### src/rtl/instr_mem_arbiter_pkg.sv
`default_nettype none
// ============================================================================
// Module   : instr_mem_pkg
// Purpose  : Shared constants, port identifiers and the ROM address range
//            check used by the instruction-ROM arbiter.
// Revision : 1.0 - initial release
// ============================================================================
package instr_mem_pkg;

    // ROM word-index width; the ROM holds 2**ROM_AW 32-bit words.
    localparam int          ROM_AW   = 10;
    // Byte base address of the ROM window.
    localparam logic [31:0] ROM_BASE = 32'h0000_0000;

    typedef enum logic {
        PORT_F = 1'b0,
        PORT_D = 1'b1
    } port_e;

    // True when the word address falls inside the ROM window: every bit
    // above the word index must match the base address.
    function automatic logic in_range(input logic [30:2] addr,
                                      input int          aw   = ROM_AW,
                                      input logic [31:0] base = ROM_BASE);
        logic [30:2] diff;
        diff = addr ^ base[30:2];
        return ((diff >> aw) == '0);
    endfunction

endpackage
`default_nettype wire

### src/rtl/instr_mem_arbiter_if.sv
`default_nettype none
// ============================================================================
// Module   : instr_mem_arbiter_if
// Purpose  : Request/response bundle for the fetch (F) and data (D) ports
//            plus the ROM read port of the instruction-ROM arbiter.
// Revision : 1.0 - initial release
// ============================================================================
interface instr_mem_arbiter_if;

    logic        f_req_i;
    logic [30:2] f_addr_i;
    logic        f_gnt_o;
    logic        f_rvalid_o;
    logic [31:0] f_rdata_o;
    logic        f_err_o;
    logic        f_rready_i;

    logic        d_req_i;
    logic [30:2] d_addr_i;
    logic        d_gnt_o;
    logic        d_rvalid_o;
    logic [31:0] d_rdata_o;
    logic        d_err_o;
    logic        d_rready_i;

    logic [30:2] rom_addr_o;
    logic [31:0] rom_rdata_i;

    // Arbiter view.
    modport slave (
        input  f_req_i, f_addr_i, f_rready_i,
        input  d_req_i, d_addr_i, d_rready_i,
        input  rom_rdata_i,
        output f_gnt_o, f_rvalid_o, f_rdata_o, f_err_o,
        output d_gnt_o, d_rvalid_o, d_rdata_o, d_err_o,
        output rom_addr_o
    );

    // Requester / ROM view.
    modport master (
        output f_req_i, f_addr_i, f_rready_i,
        output d_req_i, d_addr_i, d_rready_i,
        output rom_rdata_i,
        input  f_gnt_o, f_rvalid_o, f_rdata_o, f_err_o,
        input  d_gnt_o, d_rvalid_o, d_rdata_o, d_err_o,
        input  rom_addr_o
    );

endinterface
`default_nettype wire

### src/rtl/instr_mem_arbiter_resp_slot.sv
`default_nettype none
// ============================================================================
// Module   : resp_slot
// Purpose  : Per-port response path. Tracks the read issued last cycle,
//            presents it directly when the port is ready, and parks it in a
//            one-entry hold register when the port stalls.
// Revision : 1.0 - initial release
// ============================================================================
module resp_slot (
    input  wire logic        clk_i,
    input  wire logic        rst_i,
    input  wire logic        issue,
    input  wire logic        issue_err,
    input  wire logic [31:0] rom_rdata,
    input  wire logic        rready,
    output logic             rvalid,
    output logic [31:0]      rdata,
    output logic             err,
    output logic             eligible
);

    logic        r_inflight;
    logic        r_inflight_err;
    logic        r_full;
    logic        r_err;
    logic [31:0] r_data;
    logic [31:0] w_live_data;

    // Out-of-range reads never touch the ROM, so their data is forced to 0.
    assign w_live_data = r_inflight_err ? 32'h0 : rom_rdata;

    // Remember which cycle carries this port's ROM response.
    always_ff @(posedge clk_i or posedge rst_i) begin
        if (rst_i) begin
            r_inflight     <= 1'b0;
            r_inflight_err <= 1'b0;
        end else begin
            r_inflight     <= issue;
            r_inflight_err <= issue & issue_err;
        end
    end

    // Park a stalled live response; release it once the port takes it.
    always_ff @(posedge clk_i or posedge rst_i) begin
        if (rst_i) begin
            r_full <= 1'b0;
            r_err  <= 1'b0;
            r_data <= 32'h0;
        end else if (r_full) begin
            if (rready) begin
                r_full <= 1'b0;
            end
        end else if (r_inflight && !rready) begin
            r_full <= 1'b1;
            r_err  <= r_inflight_err;
            r_data <= w_live_data;
        end
    end

    // The hold register and a live response are never both occupied, since a
    // full slot blocks new issues.
    always_comb begin
        rvalid   = r_full | r_inflight;
        rdata    = 32'h0;
        err      = 1'b0;
        if (r_full) begin
            rdata = r_data;
            err   = r_err;
        end else if (r_inflight) begin
            rdata = w_live_data;
            err   = r_inflight_err;
        end
        eligible = !r_full && !(r_inflight && !rready);
    end

endmodule
`default_nettype wire

### src/rtl/instr_mem_arbiter.sv
`default_nettype none
// ============================================================================
// Module   : instr_mem_arbiter
// Purpose  : Shares the single synchronous-read instruction ROM port between
//            the fetch unit (F) and the data-side load unit (D), with
//            round-robin tie breaking and per-port response hold slots.
// Revision : 1.0 - initial release
// ============================================================================
module instr_mem_arbiter
    import instr_mem_pkg::*;
(
    input  wire logic          clk_i,
    input  wire logic          rst_i,
    instr_mem_arbiter_if.slave bus
);

    port_e       r_last_grant;
    port_e       w_last_grant_nxt;
    logic [30:2] r_rom_addr;
    logic        w_f_elig;
    logic        w_d_elig;
    logic        w_f_cand;
    logic        w_d_cand;
    logic        w_f_gnt;
    logic        w_d_gnt;
    logic        w_f_inr;
    logic        w_d_inr;

    assign w_f_inr = in_range(bus.f_addr_i);
    assign w_d_inr = in_range(bus.d_addr_i);

    // Arbitration: a lone candidate wins; a tie goes to the port not granted
    // last. Grants are suppressed while reset is asserted.
    always_comb begin
        w_f_cand         = bus.f_req_i && w_f_elig && !rst_i;
        w_d_cand         = bus.d_req_i && w_d_elig && !rst_i;
        w_f_gnt          = 1'b0;
        w_d_gnt          = 1'b0;
        w_last_grant_nxt = r_last_grant;
        if (w_f_cand && w_d_cand) begin
            if (r_last_grant == PORT_D) begin
                w_f_gnt          = 1'b1;
                w_last_grant_nxt = PORT_F;
            end else begin
                w_d_gnt          = 1'b1;
                w_last_grant_nxt = PORT_D;
            end
        end else begin
            w_f_gnt = w_f_cand;
            w_d_gnt = w_d_cand;
        end
    end

    // Tie-break history register.
    always_ff @(posedge clk_i or posedge rst_i) begin
        if (rst_i) begin
            r_last_grant <= PORT_D;
        end else begin
            r_last_grant <= w_last_grant_nxt;
        end
    end

    // ROM address follows the in-range winner in the grant cycle, else holds.
    always_comb begin
        bus.rom_addr_o = r_rom_addr;
        if (w_f_gnt && w_f_inr) begin
            bus.rom_addr_o = bus.f_addr_i;
        end else if (w_d_gnt && w_d_inr) begin
            bus.rom_addr_o = bus.d_addr_i;
        end
    end

    // Keep the last ROM address for cycles without a ROM access.
    always_ff @(posedge clk_i or posedge rst_i) begin
        if (rst_i) begin
            r_rom_addr <= '0;
        end else begin
            r_rom_addr <= bus.rom_addr_o;
        end
    end

    assign bus.f_gnt_o = w_f_gnt;
    assign bus.d_gnt_o = w_d_gnt;

    resp_slot u_f_slot (
        .clk_i     (clk_i),
        .rst_i     (rst_i),
        .issue     (w_f_gnt),
        .issue_err (!w_f_inr),
        .rom_rdata (bus.rom_rdata_i),
        .rready    (bus.f_rready_i),
        .rvalid    (bus.f_rvalid_o),
        .rdata     (bus.f_rdata_o),
        .err       (bus.f_err_o),
        .eligible  (w_f_elig)
    );

    resp_slot u_d_slot (
        .clk_i     (clk_i),
        .rst_i     (rst_i),
        .issue     (w_d_gnt),
        .issue_err (!w_d_inr),
        .rom_rdata (bus.rom_rdata_i),
        .rready    (bus.d_rready_i),
        .rvalid    (bus.d_rvalid_o),
        .rdata     (bus.d_rdata_o),
        .err       (bus.d_err_o),
        .eligible  (w_d_elig)
    );

    // A pending request must keep its address until it is granted.
    f_addr_stable: assert property (@(posedge clk_i) disable iff (rst_i)
        ($past(bus.f_req_i && !bus.f_gnt_o) && bus.f_req_i) |-> $stable(bus.f_addr_i));
    d_addr_stable: assert property (@(posedge clk_i) disable iff (rst_i)
        ($past(bus.d_req_i && !bus.d_gnt_o) && bus.d_req_i) |-> $stable(bus.d_addr_i));

endmodule
`default_nettype wire

### src/flat_wrapper.sv
// flat-port wrapper written by rule: the top's interface ports become plain ports
module instr_mem_arbiter_flat import instr_mem_pkg::*;
  (clk_i, rst_i, bus_f_req_i, bus_f_addr_i, bus_f_rready_i, bus_d_req_i, bus_d_addr_i, bus_d_rready_i, bus_rom_rdata_i, bus_f_gnt_o, bus_f_rvalid_o, bus_f_rdata_o, bus_f_err_o, bus_d_gnt_o, bus_d_rvalid_o, bus_d_rdata_o, bus_d_err_o, bus_rom_addr_o);
  instr_mem_arbiter_if bus_i ();
  input  wire logic clk_i;
  input  wire logic rst_i;
  input wire logic [$bits(bus_i.f_req_i)-1:0] bus_f_req_i;
  input wire logic [$bits(bus_i.f_addr_i)-1:0] bus_f_addr_i;
  input wire logic [$bits(bus_i.f_rready_i)-1:0] bus_f_rready_i;
  input wire logic [$bits(bus_i.d_req_i)-1:0] bus_d_req_i;
  input wire logic [$bits(bus_i.d_addr_i)-1:0] bus_d_addr_i;
  input wire logic [$bits(bus_i.d_rready_i)-1:0] bus_d_rready_i;
  input wire logic [$bits(bus_i.rom_rdata_i)-1:0] bus_rom_rdata_i;
  output wire logic [$bits(bus_i.f_gnt_o)-1:0] bus_f_gnt_o;
  output wire logic [$bits(bus_i.f_rvalid_o)-1:0] bus_f_rvalid_o;
  output wire logic [$bits(bus_i.f_rdata_o)-1:0] bus_f_rdata_o;
  output wire logic [$bits(bus_i.f_err_o)-1:0] bus_f_err_o;
  output wire logic [$bits(bus_i.d_gnt_o)-1:0] bus_d_gnt_o;
  output wire logic [$bits(bus_i.d_rvalid_o)-1:0] bus_d_rvalid_o;
  output wire logic [$bits(bus_i.d_rdata_o)-1:0] bus_d_rdata_o;
  output wire logic [$bits(bus_i.d_err_o)-1:0] bus_d_err_o;
  output wire logic [$bits(bus_i.rom_addr_o)-1:0] bus_rom_addr_o;
  assign bus_i.f_req_i = bus_f_req_i;
  assign bus_i.f_addr_i = bus_f_addr_i;
  assign bus_i.f_rready_i = bus_f_rready_i;
  assign bus_i.d_req_i = bus_d_req_i;
  assign bus_i.d_addr_i = bus_d_addr_i;
  assign bus_i.d_rready_i = bus_d_rready_i;
  assign bus_i.rom_rdata_i = bus_rom_rdata_i;
  assign bus_f_gnt_o = bus_i.f_gnt_o;
  assign bus_f_rvalid_o = bus_i.f_rvalid_o;
  assign bus_f_rdata_o = bus_i.f_rdata_o;
  assign bus_f_err_o = bus_i.f_err_o;
  assign bus_d_gnt_o = bus_i.d_gnt_o;
  assign bus_d_rvalid_o = bus_i.d_rvalid_o;
  assign bus_d_rdata_o = bus_i.d_rdata_o;
  assign bus_d_err_o = bus_i.d_err_o;
  assign bus_rom_addr_o = bus_i.rom_addr_o;
  instr_mem_arbiter u_core (.clk_i(clk_i), .rst_i(rst_i), .bus(bus_i));
endmodule
### config.mk
export PLATFORM = sky130hd
export DESIGN_NAME = instr_mem_arbiter_flat
export DESIGN_NICKNAME = d
export VERILOG_FILES = /design/src/rtl/instr_mem_arbiter_pkg.sv /design/src/rtl/instr_mem_arbiter_if.sv /design/src/rtl/instr_mem_arbiter_resp_slot.sv /design/src/rtl/instr_mem_arbiter.sv /design/src/flat_wrapper.sv
export SDC_FILE = /design/constraint.sdc
export NUM_CORES = 1
export LEC_CHECK = 0
export ABC_AREA = 1
export BUFFER_PORTS_ARGS = -buffer_cell sky130_fd_sc_hd__buf_2
export CAP_MARGIN = 20
export CORE_MARGIN = 4
export CORE_UTILIZATION = 50
export DETAILED_ROUTE_END_ITERATION = 10
export PLACE_DENSITY = 0.81
export SKIP_CTS_REPAIR_TIMING = 1
export SLEW_MARGIN = 25
export SYNTH_ARGS = -nofsm -noshare
export SYNTH_HDL_FRONTEND = slang
export SYNTH_SLANG_ARGS = --single-unit
### constraint.sdc
create_clock -name clk_i -period 9.67 [get_ports clk_i]
set_input_delay 1.4505 -clock clk_i [delete_from_list [all_inputs] [get_ports clk_i]]
set_output_delay 1.4505 -clock clk_i [all_outputs]
set_load 0.02 [all_outputs]
Yosys cells after proc, flatten, opt, wreduce, memory -nomap -nowiden:

Index checks and enable logic that the tools add are counted.

* multiplexer cells: 22
* bitwise gates (word level): 6
* reductions and logical operators: 24

Operator list (count)
* 32-bit 2-to-1 mux: 6
* 29-bit zero test: 2
* 29-bit 2-to-1 mux: 2
* 1-bit 2-to-1 mux: 14
* 1-bit logical AND: 11
* 1-bit zero test: 9
* 2-bit AND reduction: 2
* 1-bit bitwise AND: 2
* 1-bit NOT: 2
* 1-bit OR: 2

* register bits: 102
* bits of input ports: 96
* output and inout bits: 99
* logic and storage cells: 64

Longest topological paths before layout:

* depth after elaboration: 11
* depth in mapped cells: 11
* depth with buffers taken out: 9

Hierarchy:

Synthesis repeated with hierarchy kept, for this count alone.

* cell total of the unflattened synthesis: 865
* area, all modules: 5695.5 µm²

By module, submodules not included
* resp_slot: instances 2, cells each 330, area each 2098.3 µm², sequential area each 900.9 µm²
* instr_mem_arbiter: instances 1, cells each 205, area each 1498.9 µm², sequential area each 752.0 µm²

Least setup slack after synthesis:

Ideal clock, no wire load.

* kind: in2out
* start point: in rst_i
* end point: out bus_rom_addr_o[9]
* data arrival time: 4675 ps
* required time: 8219 ps
* path slack: 3544 ps
* stages: 8
* buffers on the path: 1
* path through: inv_1 nand3_2 a21oi_2 nand2_1 inv_2 buf_4 nand2_1 nand2_1

* elaborated cells between the ends (all ways): 10
* classes of those cells: mux: 4; reduce/logical: 6

RTL lines
* start: declaration: line flat_wrapper.sv:6 `input wire logic rst_i;`
* 1-bit zero test *: line instr_mem_arbiter.sv:35, instr_mem_arbiter.sv:36
* 1-bit logical AND (on tied branches): line instr_mem_arbiter.sv:35, instr_mem_arbiter.sv:36
* 1-bit logical AND: line instr_mem_arbiter.sv:40 `if (w_f_cand && w_d_cand) begin`
* 1-bit 2-to-1 mux *: line instr_mem_arbiter.sv:40
* net bus_f_gnt_o: line flat_wrapper.sv:14 `output wire logic [$bits(bus_i.f_gnt_o)-1:0] bus_f_gnt_o;`
* 1-bit logical AND *: line instr_mem_arbiter.sv:66 `if (w_f_gnt && w_f_inr) begin`
* 29-bit 2-to-1 mux *: line instr_mem_arbiter.sv:66
* end: declaration: line flat_wrapper.sv:22 `output wire logic [$bits(bus_i.rom_addr_o)-1:0] bus_rom_addr_o;`

The timed path passes the listed nets; every way through them passes the cells marked *.

Worst setup path after layout:

* start point: in bus_f_rready_i
* end point: out bus_rom_addr_o[4]

* longest elaborated chain between the ends: 11
* elaborated cells between the ends (all ways): 13
* classes of those cells: mux: 4; reduce/logical: 9

Ends and longest elaborated chain
* start: declaration: line flat_wrapper.sv:9 `input wire logic [$bits(bus_i.f_rready_i)-1:0] bus_f_rready_i;`
* 1-bit zero test *: line instr_mem_arbiter_resp_slot.sv:73 `eligible = !r_full && !(r_inflight && !rready);`
* 1-bit logical AND *: line instr_mem_arbiter_resp_slot.sv:73
* 1-bit zero test *: line instr_mem_arbiter_resp_slot.sv:73
* 1-bit logical AND *: line instr_mem_arbiter_resp_slot.sv:73
* 1-bit logical AND * (2 in a row): line instr_mem_arbiter.sv:35 `w_f_cand = bus.f_req_i && w_f_elig && !rst_i;`
* 1-bit logical AND: line instr_mem_arbiter.sv:40
* 1-bit 2-to-1 mux: line instr_mem_arbiter.sv:40
* 1-bit logical AND: line instr_mem_arbiter.sv:68 `end else if (w_d_gnt && w_d_inr) begin`
* 29-bit 2-to-1 mux: line instr_mem_arbiter.sv:68
* 29-bit 2-to-1 mux *: line instr_mem_arbiter.sv:66

Mark *: on every way between the ends. The rest lies on a longest branch, timed or not.

==> results.sh <==
export IMPL_rsz0062_at_grt="no"
export IMPL_via_per_inst=5.208
export IMPL_cp_required_ns=8.22
export IMPL_finalSetupViolations=0
export IMPL_slew_viol_final=0
export IMPL_final_common_cell="buf_2"
export IMPL_ant_nets=0
export IMPL_die_h_um=110.3
export IMPL_worst_setup_path_type="in -> out"
export IMPL_clock_sinks=102
export IMPL_worst_path_buf_inv=4
export IMPL_ys_ff_latch=102
export IMPL_ir_drop_uv=91.57
export IMPL_hold_path_cell_count=2
export IMPL_period_minus_slack_ns=5.323
export IMPL_syn_area_um2=5229
export IMPL_dr_pass1_iters=5
export IMPL_portBuffers=194
export IMPL_cts_tree="built"
export IMPL_hold_class="reg -> reg"
export IMPL_setup_tns_ns=0
export IMPL_post_route_period_util=0.5505
export IMPL_overflow=0
export IMPL_cts_root_buf="clkbuf_8"
export IMPL_yosysWarnings=0
export IMPL_use_met1=0.2847
export IMPL_n_fill_cell=943
export IMPL_grt_max_degree=62
export IMPL_cap_violations=0
export IMPL_relSlewSlack=0.3497
export IMPL_antenna_cells=0
export IMPL_hpwl_um=10210
export IMPL_slowest_delay_ns=0.64
export IMPL_finalHoldViolations=0
export IMPL_syn_instance_count=585
export IMPL_yosysSeqAreaShare=0.4884
export IMPL_r2r_end="u_core.u_d_slot.r_data[8]"
export IMPL_grt_busiest_layer="met2"
export IMPL_worst_slew_pin_slew_ns=0.9744
export IMPL_grt_first_pass_wirelength_um=21740
export IMPL_antenna_found_initial=0
export IMPL_clock_latency_ns=0.37
export IMPL_grt_util_met3=0.06115
export IMPL_cts_made_buffers=9
export IMPL_syn_to_final_growth_pct=21.54
export IMPL_synth_edff_count=0
export IMPL_cp_slowest_cell="buf_2"
export IMPL_synth_nets=681
export IMPL_grt_util_met2=0.3969
export IMPL_postLayoutCoreUtil=0.6183
export IMPL_cp_cell_sequence="buf_2 > inv_2 > nand2_4 > nand3_2 > a21oi_2 > nand2_1 > inv_2 > nand2_1 > nand2_1 > buf_2"
export IMPL_worstPathMaxFanout=35
export IMPL_core_region_area_um2=10280
export IMPL_max_freq_ghz=0.1879
export IMPL_async_flop_share=1.000
export IMPL_start_util=0.5088
export IMPL_rr_worst_depth=6
export IMPL_die_area_um2=12160
export IMPL_ff2ff_setup_slack_ns=7.21
export IMPL_drive_gt1_frac=0.3747
export IMPL_skew_ns=0.01308
export IMPL_io_pins=195
export IMPL_timing_rr_start="u_core.u_d_slot.r_inflight"
export IMPL_fin_nets=849
export IMPL_finalPower_mw=1.150
export IMPL_grt_pass1_vias=4544
export IMPL_final_cell_mix="194 x buf_2, 128 x inv_1, 101 x dfrtp_1, 80 x nand2_1, 54 x o22ai_1"
export IMPL_vias=4656
export IMPL_wirelength_um=13880
export IMPL_min_to="u_core.r_rom_addr[14]"
export IMPL_startpoint_type="input pin"
export IMPL_htreeDepth=3
export IMPL_synth_flop_cell="dfrtp_1"
export IMPL_clk_transition_reported_paths_ns=0.10
export IMPL_yosysUniqueCellTypes=30
export IMPL_drc=0
export IMPL_rows=37
export IMPL_cts_buffer_depth=2
export IMPL_min_from="u_core.r_rom_addr[14]"
export IMPL_outcome="finished, final reports clean"
export IMPL_place_gp_congestion=0.8994
export IMPL_arrival_ns=3.87
export IMPL_wl_per_cell_um=15.53
export IMPL_fp_dieW_um=110.3
export IMPL_p_leak_nw=3.420
export IMPL_grtUsageTotal=0.2319
export IMPL_synth_avg_cell_area_um2=8.938
export IMPL_drt_first_iter_violations=306
export IMPL_powerDensity_nw_per_um2=181.0
export IMPL_worst_setup_path_end_kind="output pin"
export IMPL_crit_top_cell="nand2_1"
export IMPL_cp_top_family="buffers and inverters"
## stage by stage
step / setup WS [ns] / cells / instance area, µm² / hold slack, ns
3_3_place_gp: 4.398 / 878 / 6145 / 0.4876
2_1_floorplan: 3.544 / 585 / 5229 / 0.4870
5_1_grt: 4.071 / 894 / 6355 / 0.5241
6_report: 4.347 / 894 / 6355 / 0.5019
4_1_cts: 4.311 / 894 / 6354 / 0.5074
3_5_place_dp: 4.316 / 878 / 6146 / 0.4874
## cells by family (layout without fill, tap and decap cells)
family                 after synthesis  after routing  share of synthesized area
buffers and inverters              175            348                     0.1460
AND/OR/NAND/NOR                    170            170                     0.1524
AO/OA/AOI/OAI                      138            138                     0.2132
flip-flops                         102            102                     0.4884
## report_power, final
group          internal, mW  total [mW]  switching [mW]
clock network         0.128       0.278           0.150
registers             0.518       0.545          0.0266
logic                 0.123       0.327           0.204
total                 0.769        1.15           0.381
## per-layer routing
metal,part of all wire,up-vias
li1,-,2253
met1,0.41,2207
met2,0.50,180
met3,0.069,16
met4,0.017,0
met5,0,-
## how the worst max path moves through the flow
stage / startpoint / end / depth (start not counted)
2_1_floorplan: rst_i / bus_rom_addr_o[9] / 8
3_3_place_gp: bus_f_rready_i / bus_rom_addr_o[4] / 10
3_5_place_dp: bus_f_rready_i / bus_rom_addr_o[4] / 10
4_1_cts: bus_f_rready_i / bus_rom_addr_o[4] / 10
5_1_grt: bus_f_rready_i / bus_rom_addr_o[4] / 10
6_report: bus_f_rready_i / bus_rom_addr_o[4] / 10
## flip-flops by register name, indices dropped and copies added (netlist names)
| register | flops |
|---|---|
| u_core.r_last_grant | 1 |
| u_core.r_rom_addr | 29 |
| u_core.u_d_slot.r_data | 32 |
| u_core.u_d_slot.r_err | 1 |
| u_core.u_d_slot.r_full | 1 |
| u_core.u_d_slot.r_inflight | 1 |
| u_core.u_d_slot.r_inflight_err | 1 |
| u_core.u_f_slot.r_data | 32 |
| u_core.u_f_slot.r_err | 1 |
| u_core.u_f_slot.r_full | 1 |
| u_core.u_f_slot.r_inflight | 1 |
| u_core.u_f_slot.r_inflight_err | 1 |
## cells in the mapped netlist (6+ instances only)
cell | instances | area share
nor2_1 | 34 | 0.024
o21ai_0 | 32 | 0.031
nand2_1 | 80 | 0.057
o22ai_1 | 54 | 0.065
inv_1 | 129 | 0.093
nor2_2 | 13 | 0.016
dfrtp_1 | 101 | 0.48
nand3_1 | 14 | 0.013
buf_2 | 14 | 0.013
nand2_2 | 10 | 0.012
o22ai_2 | 13 | 0.031
buf_6 | 6 | 0.013
nand4_1 | 11 | 0.013
o32ai_1 | 17 | 0.028
clkbuf_1 | 13 | 0.0093
o32ai_2 | 17 | 0.053
inv_2 | 6 | 0.0043
## cell type report
type | count | area [µm²] | share of cell area
Sequential cell | 102 | 2554 | 0.4019
Multi-Input combinational cell | 308 | 1922 | 0.3024
Timing Repair Buffer | 196 | 985.9 | 0.1551
Inverter | 136 | 515.5 | 0.08112
Tap cell | 136 | 170.2 | 0.02678
Clock buffer | 10 | 137.6 | 0.02166
Clock inverter | 6 | 70.07 | 0.01103
## tightest hold or removal path: cells and delay by family, from the launching register on
family	cells	cell delay [ns]
simple gates	2	0.10
flops	1	0.37
(Power assumes the default switching activity.)
